### src/rtl/instr_sequencer.sv
// instr_sequencer: multi-cycle sequencer for the 9-bit-instruction core.
// It owns the program counter and instruction register. It steps each
// instruction through fetch/execute/memory/multiply/writeback. It turns the
// decoder outputs into single-cycle enables for the register file, the data
// memory and the multiplier.
//
// Ports:
//   Clk, Reset_n       clock (rising edge), asynchronous active-low reset
//   Start              begin execution at PC 0 (only in IDLE or HALT)
//   Instr              ROM word at ProgCtr (combinational ROM)
//   Branch, MemtoReg,
//   MemWrite, RegWrite decoder outputs for IR
//   BranchCond         branch condition, sampled in EXEC
//   BranchTarget       branch target, sampled in EXEC
//   MemAck, MulDone    data memory completion / multiplier result ready
//   ProgCtr, IR        fetch address / latched instruction
//   RegWrEn            register file write strobe (one cycle, in WB)
//   MemReq             data memory request (held for the whole MEM state)
//   MulStart           multiplier start (first MUL cycle only)
//   Done, Err          halted / sticky wait-timeout flag
//   InstrCnt           retired-instruction count, saturating
//
// state | meaning
// IDLE  | after reset, waiting for Start
// FETCH | latch Instr into IR
// EXEC  | decode: halt, branch, or dispatch to MEM/MUL/WB
// MEM   | data memory access, waiting for MemAck
// MUL   | iterative multiply, waiting for MulDone
// WB    | register write strobe, PC+1, retire
// HALT  | Done; Start restarts from PC 0
module instr_sequencer #(
  parameter int PCW         = 8,
  parameter int MEM_TIMEOUT = 15,
  parameter int CNTW        = 16
) (
  input  logic            Clk,
  input  logic            Reset_n,
  input  logic            Start,
  input  logic [8:0]      Instr,
  input  logic            Branch,
  input  logic            MemtoReg,
  input  logic            MemWrite,
  input  logic            RegWrite,
  input  logic            BranchCond,
  input  logic [PCW-1:0]  BranchTarget,
  input  logic            MemAck,
  input  logic            MulDone,
  output logic [PCW-1:0]  ProgCtr,
  output logic [8:0]      IR,
  output logic            RegWrEn,
  output logic            MemReq,
  output logic            MulStart,
  output logic            Done,
  output logic            Err,
  output logic [CNTW-1:0] InstrCnt
);

  localparam int WTW = $clog2(MEM_TIMEOUT + 1);
  localparam logic [WTW-1:0] WAIT_LIM = WTW'(MEM_TIMEOUT - 1);
  localparam logic [4:0] OP_HALT = 5'b11111;
  localparam logic [4:0] OP_MUL  = 5'b11110;

  typedef enum logic [2:0] {
    ST_IDLE, ST_FETCH, ST_EXEC, ST_MEM, ST_MUL, ST_WB, ST_HALT
  } state_t;

  state_t          state, state_nxt;
  logic [PCW-1:0]  pc_nxt;
  logic [8:0]      ir_nxt;
  logic            err_nxt;
  logic [CNTW-1:0] cnt_nxt;
  logic [WTW-1:0]  wait_cnt, wait_nxt;
  logic            regwr_nxt, mulst_nxt;
  logic            retire, run_clr;

  always_ff @(posedge Clk or negedge Reset_n) begin
    if (!Reset_n) begin
      state    <= ST_IDLE;
      ProgCtr  <= '0;
      IR       <= '0;
      Err      <= 1'b0;
      InstrCnt <= '0;
      wait_cnt <= '0;
      RegWrEn  <= 1'b0;
      MulStart <= 1'b0;
    end else begin
      state    <= state_nxt;
      ProgCtr  <= pc_nxt;
      IR       <= ir_nxt;
      Err      <= err_nxt;
      InstrCnt <= cnt_nxt;
      wait_cnt <= wait_nxt;
      RegWrEn  <= regwr_nxt;
      MulStart <= mulst_nxt;
    end
  end

  // RegWrEn and MulStart are registered on the transition into WB/MUL.
  // This keeps every output a function of flops only.
  always_comb begin
    state_nxt = state;
    pc_nxt    = ProgCtr;
    ir_nxt    = IR;
    err_nxt   = Err;
    wait_nxt  = wait_cnt;
    regwr_nxt = 1'b0;
    mulst_nxt = 1'b0;
    retire    = 1'b0;
    run_clr   = 1'b0;
    case (state)
      ST_IDLE, ST_HALT: begin
        if (Start) begin
          state_nxt = ST_FETCH;
          pc_nxt    = '0;
          err_nxt   = 1'b0;
          run_clr   = 1'b1;
        end
      end
      ST_FETCH: begin
        ir_nxt    = Instr;
        state_nxt = ST_EXEC;
      end
      ST_EXEC: begin
        if (IR[8:4] == OP_HALT) begin
          state_nxt = ST_HALT;
          retire    = 1'b1;
        end else if (Branch) begin
          pc_nxt    = BranchCond ? BranchTarget : ProgCtr + PCW'(1);
          retire    = 1'b1;
          state_nxt = ST_FETCH;
        end else if (MemtoReg || MemWrite) begin
          state_nxt = ST_MEM;
          wait_nxt  = '0;
        end else if (IR[8:4] == OP_MUL) begin
          state_nxt = ST_MUL;
          wait_nxt  = '0;
          mulst_nxt = 1'b1;
        end else begin
          state_nxt = ST_WB;
          regwr_nxt = RegWrite;
        end
      end
      ST_MEM: begin
        if (MemAck) begin
          if (MemWrite) begin
            pc_nxt    = ProgCtr + PCW'(1);
            retire    = 1'b1;
            state_nxt = ST_FETCH;
          end else begin
            state_nxt = ST_WB;
            regwr_nxt = RegWrite;
          end
        end else if (wait_cnt == WAIT_LIM) begin
          err_nxt   = 1'b1;
          state_nxt = ST_HALT;
        end else begin
          wait_nxt = wait_cnt + WTW'(1);
        end
      end
      ST_MUL: begin
        if (MulDone) begin
          state_nxt = ST_WB;
          regwr_nxt = RegWrite;
        end else if (wait_cnt == WAIT_LIM) begin
          err_nxt   = 1'b1;
          state_nxt = ST_HALT;
        end else begin
          wait_nxt = wait_cnt + WTW'(1);
        end
      end
      ST_WB: begin
        pc_nxt    = ProgCtr + PCW'(1);
        retire    = 1'b1;
        state_nxt = ST_FETCH;
      end
      default: state_nxt = ST_IDLE;
    endcase

    cnt_nxt = InstrCnt;
    if (run_clr)
      cnt_nxt = '0;
    else if (retire && (InstrCnt != '1))
      cnt_nxt = InstrCnt + CNTW'(1);
  end

  assign MemReq = (state == ST_MEM);
  assign Done   = (state == ST_HALT);

endmodule

### config.mk
export PLATFORM = sky130hd
export DESIGN_NAME = instr_sequencer
export DESIGN_NICKNAME = d
export VERILOG_FILES = /design/src/rtl/instr_sequencer.sv
export SDC_FILE = /design/constraint.sdc
export NUM_CORES = 1
export LEC_CHECK = 0
export ABC_AREA = 1
export CORE_MARGIN = 3
export CORE_UTILIZATION = 51
export DETAILED_ROUTE_END_ITERATION = 16
export GPL_ROUTABILITY_DRIVEN = 0
export MAX_ROUTING_LAYER = met4
export PLACE_DENSITY = 0.81
export SYNTH_ARGS = -nofsm -noshare
export SYNTH_HDL_FRONTEND = slang
export SYNTH_SLANG_ARGS = --single-unit
### constraint.sdc
create_clock -name Clk -period 2.1 [get_ports Clk]
set_input_delay 0.42 -clock Clk [delete_from_list [all_inputs] [get_ports Clk]]
set_output_delay 0.42 -clock Clk [all_outputs]
set_load 0.01 [all_outputs]
==> results of run 1 <==
[power by group through the flow]
stage | combinational (µW) | clock, µW | sequential [µW]
floorplan | 1420 | 0 | 1460
detailed placement | 2300 | 0 | 1440
CTS | 2300 | 540 | 1430
finish | 2320 | 527 | 1430
global placement | 2240 | 0 | 1430
global route | 2610 | 575 | 1460
[cells in the mapped netlist (all sizes together) (2+ instances only)]
library cell / count
dfrtp: 43
ha: 4
nand3: 46
o21a: 2
clkinv: 2
o21bai: 3
xnor2: 2
buf: 7
xor2: 6
nand4: 15
nand2: 170
o21ai: 17
inv: 34
a21oi: 5
nor2: 54
nor3: 3
[placed cells by master, fill, tap and decap left out, types with 6 or more instances in the layout]
cell type,count
dfrtp_1,41
xor2_1,6
nor2_1,45
nand3_1,44
inv_1,30
clkdlybuf4s50_1,63
nor2_2,7
nand4_1,14
o21ai_0,16
nand2_1,163
buf_4,6
[flip-flops by register name (all words and copies together) (netlist names)]
register  flops
ProgCtr       8
state         3
InstrCnt     16
MulStart      1
RegWrEn       1
IR            9
Err           1
wait_cnt      4
[stage by stage]
| stage | hold slack [ns] | worst slack (ns) |
|---|---|---|
| 2_1_floorplan | 0.1244 | 0.4646 |
| 3_3_place_gp | 0.4571 | 0.2208 |
| 3_5_place_dp | 0.4583 | 0.1782 |
| 4_1_cts | 0.2181 | 0.0004767 |
| 5_1_grt | 0.2420 | -0.001981 |
| 6_report | 0.1946 | 0.07183 |
[cell families after synthesis]
kind of cell	share of synthesized area [%]
and+or+nand+nor	45.06
buffers and inverters	6.905
DFF	37.59
AOI/OAI and AO/OA	6.250
xor gates and xnor gates	2.448
adders and majority gates	1.748
[per-layer routing]
| metal | track usage, % | up-vias | wire, µm |
|---|---|---|---|
| li1 | - | 1491 | - |
| met1 | 30.25 | 1387 | 3229 |
| met2 | 41.54 | 99 | 3479 |
| met3 | 4.989 | 15 | 470 |
| met4 | 8.108 | 0 | 112 |
| met5 | - | - | 0 |
[cell type report]
class	instances	area, µm²
fillers	462	1618
multi-input cells	334	1589
flip-flops and latches	43	1079
repair buffers	70	680.7
inverters	36	135.1
well taps	70	87.58
clock buffers	7	76.32
clock inverters	1	5.005
[worst min path at each step]
stage | slack, ns | cells after the start | to
after floorplan | 0.12 | 0 | Err
after global placement | 0.46 | 2 | IR[2]
after detailed placement | 0.46 | 2 | IR[2]
after CTS | 0.22 | 2 | InstrCnt[2]
after global routing | 0.24 | 2 | IR[7]
final | 0.19 | 2 | InstrCnt[3]
[timing repair]
item	in CTS	in global routing
gates cloned	0	0
setup endpoints to repair	1	2
buffers inserted	0	2
gates resized for setup	1	1
==> results by group, run 1 <==
Run status
  • Status: complete, no violations

Die
  • # rows: 26
  • Core Area: around 0.0053 mm²
  • Starting density of the core: a little over half
  • Die extent in y: 80.92 µm
  • Die area: about 0.0065 mm²
  • I/O pin count: 65
  • Die W: between 80 and 90 µm

Power
  • Power density over cell area: 1171 mW/mm²
  • Worst vdd ir: approximately 0.87 mV
  • Internal: 2280 µW
  • Comb pwr share: 54.4%
  • Flop pwr share: around a third
  • Clock share of power: approximately an eighth
  • Switch share: 46.70%
  • Leakage: between 0.0015 and 0.002 µW
  • Final Power: approximately 4300 µW
  • Switch Pwr: approximately 2000 µW

Clocking
  • Root Driver: clkbuf_8
  • Hold buffers post-CTS: 0
  • Clock buffer depth: 2
  • H-tree levels: 2
  • TritonCTS clock tree: done
  • Num Clock Sinks: 43
  • Clock transition at path regs: roughly 0.09 ns
  • Worst-Skew Late Latency: around 0.30 ns
  • CTS buffer count: 5

Placement
  • Port bufs: 64
  • Area after DPL: ~0.0036 mm²
  • Post-DP HPWL: 5425 µm
  • Dpl cells: 551

Critical path
  • Crit path max-delay family: buffers and inverters
  • Largest stage delay, worst path: 0.54 ns
  • Worst R2R Setup Slack: about 0.20 ns
  • Critical Path RT: ~1.7 ns
  • Setup crit end: Done
  • Arr. time, crit path: about 1.6 ns
  • Crit path kind: flop to primary output
  • Critical path depth in cells: 4
  • Startpoint types: flop
  • WP buf/inv: 3
  • CP endpoint kind: primary output
  • RR Startpoint: InstrCnt[0]
  • CP cell instances: inv_2 -> nand3_1 -> inv_1 -> clkdlybuf4s50_1
  • FF-to-FF End: InstrCnt[4]
  • Crit-path slowest cell: clkdlybuf4s50_1
  • Worst Setup SP: state[0]
  • CP max FO: 6
  • R2R depth: 8

Routing
  • DR vias/cell: around 5.3
  • DR DRC count: 0
  • Total Wirelength: 7291 µm
  • WL/cell: around 13 µm
  • Total number of vias: between 2000 and 3000
  • ANT nets after route: 0
  • Initial DRT Pass Iterations: 4
  • Violation count after the first detailed-routing iteration: 182

Final layout
  • Post-layout util: ~70%
  • Layout cells sized above 1: between 8 and 9%
  • Non-filler cells, final: 561
  • Synth-to-Final Area Change: 27.58%
  • Ant. Diodes: 0
  • Net count, final: approximately 520
  • Post-route design area: around 0.0037 mm²

Synth
  • Synth Area per Inst: between 6 and 7 µm²
  • EDFF count, synth: 0
  • Fraction of registers with async set/reset: between 90% and 100%
  • Post-Syn Instances: approximately 420
  • Top cell type's share of synthesized area: a little under two fifths
  • Netlist Area Pre-Place: 0.002863 mm²
  • Synth Warn #: 0
  • Synth Flop Type: dfrtp_1
  • Syn nets: 452
  • Synth top area cells: dfrtp_1 38%, nand2_1 21%, nand3_1 7.7%, nor2_1 5.9%, inv_1 3.9%
  • Synthesized flop and latch total: 43
  • Netlist cell types: 36
  • Synth area leader: dfrtp_1
  • Post-synthesis sequential area ratio: between 30% and 40%

GRT
  • Initial antenna violation count: 0
  • Global route overflow: 0
  • Vias in the first global route: roughly 2800
  • First-pass GRT wire length: 12530 µm
  • Pin count of the biggest net entering global routing: 44
  • GRT Util Overall: around a quarter

STA
  • Slew headroom: between 60 and 70%
  • Final Cycle Share: 96.58%
  • Setup_tns: 0 ns
  • Fin Clk Skew: approximately 0.0077 ns
  • Worst slew pin tran: ~0.57 ns
  • Setup-failing EPs final: 0
  • Final hold vios: 0
  • Fmax: 0.4931 GHz
  • Final min period: approximately 2.0 ns
  • Max Slew Vio Count: 0

Job
  • Max Cap Violations: 0

Worst hold path
  • Hold Crit Class: primary input to asynchronous set/reset pin
No activity file was read; power rests on OpenSTA's default activity.
==> run 2, diff against run 1 <==
--- a/config.mk
+++ b/config.mk
@@ -8,10 +8,13 @@
 export ABC_AREA = 1
 export CORE_MARGIN = 3
 export CORE_UTILIZATION = 51
+export CTS_CLUSTER_DIAMETER = 150
 export DETAILED_ROUTE_END_ITERATION = 16
 export GPL_ROUTABILITY_DRIVEN = 0
 export MAX_ROUTING_LAYER = met4
 export PLACE_DENSITY = 0.81
+export SKIP_CTS_REPAIR_TIMING = 1
+export SKIP_LAST_GASP = 1
 export SYNTH_ARGS = -nofsm -noshare
 export SYNTH_HDL_FRONTEND = slang
 export SYNTH_SLANG_ARGS = --single-unit
==> run 2 against run 1 <==
Compared with the run above: cell area did not move; combinational power barely moved; hold slack got worse by 0.013 ns; die area did not move; non-clock buffer count did not move; clock power barely moved; global-route usage fell by 0.15 points; sequential share of layout area did not move.
==> results by group, run 2 (synthesized netlist as in run 1, its figures left out) <==
Routing
  • Initial DRT Pass Iterations: 4
  • DR DRC count: 0
  • Total Wirelength: about 7300 µm
  • Total number of vias: approximately 3000
  • Violation count after the first detailed-routing iteration: between 150 and 200
  • DR vias/cell: around 5.3
  • ANT nets after route: 0
  • WL/cell: around 13 µm

Final layout
  • Net count, final: 521
  • Post-route design area: between 0.003 and 0.004 mm²
  • Synth-to-Final Area Change: 27.58%
  • Top Registers: InstrCnt: 16 flops, IR: 9 flops, ProgCtr: 8 flops
  • Non-filler cells, final: between 500 and 600
  • Commonest non-fill, non-tap cells in the layout: 163 x nand2_1, 63 x clkdlybuf4s50_1, 45 x nor2_1
  • Max reg flops: 16
  • Ant. Diodes: 0
  • Most common cell after layout, fill and taps aside: nand2_1
  • Layout cells sized above 1: 8.147%
  • Most flop-heavy register: InstrCnt

Run status
  • Status: complete, no violations

GRT
  • GR Util met3: 5.211%
  • First-pass GRT wire length: 12460 µm
  • Pin count of the biggest net entering global routing: 44
  • Initial antenna violation count: 0
  • Met1 Use GR: between 20 and 30%
  • GRT busiest layer: met2
  • Global route overflow: 0
  • Vias in the first global route: 2848
  • GRT Util Overall: between 20 and 25%
  • GR Util met2: slightly above 40%

Clocking
  • Num Clock Sinks: 43
  • TritonCTS clock tree: done
  • CTS buffer count: 5
  • H-tree levels: 2
  • Root Driver: clkbuf_8
  • Clock buffer depth: 2
  • Clock transition at path regs: approximately 0.08 ns
  • Worst-Skew Late Latency: around 0.3 ns

Critical path
  • FF-to-FF End: InstrCnt[2]
  • Startpoint types: flop
  • R2R depth: 8
  • Critical Path RT: approximately 1.7 ns
  • Worst R2R Setup Slack: about 0.21 ns
  • Crit path kind: flop to primary output
  • CP endpoint kind: primary output
  • CP max FO: 6
  • Arr. time, crit path: 1.62 ns
  • RR Startpoint: InstrCnt[0]

STA
  • Final hold vios: 0
  • Fmax: 0.4895 GHz
  • Setup-failing EPs final: 0
  • Slew headroom: around three fifths
  • Max Slew Vio Count: 0
  • Worst slew pin tran: 0.5745 ns
  • Final Cycle Share: between 90% and 100%
  • Fin Clk Skew: approximately 0.0085 ns
  • Final min period: about 2.0 ns

Die
  • Die area: 0.006548 mm²
  • Die W: about 80 µm
  • I/O pin count: 65
  • Die extent in y: 80.92 µm
  • # rows: 26
  • Starting density of the core: a little over half
  • Core Area: 0.005270 mm²

Placement
  • Post-DP HPWL: ~5400 µm
  • Area after DPL: ~0.0036 mm²
  • Port bufs: 64
  • Dpl cells: about 550

Power
  • Final Power: 4280 µW
  • Worst vdd ir: around 0.87 mV
  • Switch Pwr: between 2000 and 2500 µW
  • Internal: approximately 2300 µW
  • Leakage: 0.001748 µW
  • Power density over cell area: roughly 1200 mW/mm²
  • Switch share: a little under half
  • Clock share of power: between 10 and 15%
  • Comb pwr share: between 50% and 60%
  • Flop pwr share: roughly a third

Job
  • Max Cap Violations: 0

Worst hold path
  • Hold Crit Class: primary input to asynchronous set/reset pin
[run 2: cell counts in the layout (fill, tap and decap cells not counted)]
No cell type changed its count.
[run 2: power groups by stage]
| stage | logic (µW) | registers [µW] | clock network (µW) |
|---|---|---|---|
| floorplan | 1420 | 1460 | 0 |
| CTS | 2300 | 1430 | 540 |
| detailed placement | 2300 | 1440 | 0 |
| global route | 2610 | 1460 | 574 |
| finish | 2320 | 1430 | 530 |
| global placement | 2240 | 1430 | 0 |
[run 2: final cells by class]
class                   count  area [µm²]
multi-input cells         334        1589
clock inverters             1       5.005
inverters                  36       135.1
well taps                  70       87.58
fillers                   464        1618
repair buffers             70       680.7
clock buffers               7       76.32
flip-flops and latches     43        1079
[run 2: worst max-delay path by stage]
stage                 from            to  depth (start not counted)
2_1_floorplan  InstrCnt[0]  InstrCnt[14]                          9
3_3_place_gp        Branch  InstrCnt[15]                          9
3_5_place_dp       MulDone   wait_cnt[0]                          7
4_1_cts           state[2]        MemReq                          4
5_1_grt           state[0]          Done                          4
6_report          state[0]          Done                          4
[run 2: critical path, stage by stage, from the launching register on]
cell	delay (ns)
dfrtp_2	0.47
inv_2	0.09
nand3_1	0.10
inv_1	0.12
clkdlybuf4s50_1	0.54
[run 2: per-stage QoR]
| step | setup TNS (ns) | hold slack, ns | util [%] | setup WS (ns) |
|---|---|---|---|---|
| after CTS | -0.03665 | 0.2181 | 68.97 | -0.03665 |
| after global routing | -0.002856 | 0.2423 | 69.30 | -0.002856 |
| after floorplan | 0 | 0.1244 | - | 0.4646 |
| after global placement | 0 | 0.4571 | 67.43 | 0.2208 |
| after detailed placement | 0 | 0.4583 | 67.43 | 0.1782 |
| final | 0 | 0.1819 | 69.30 | 0.05702 |
[run 2: per-layer routing]
| metal | vias to the layer above | part of all wire, % |
|---|---|---|
| met1 | 1371 | 45 |
| met5 | - | 0 |
| met2 | 82 | 48 |
| met3 | 13 | 5.3 |
| li1 | 1490 | - |
| met4 | 0 | 1.5 |
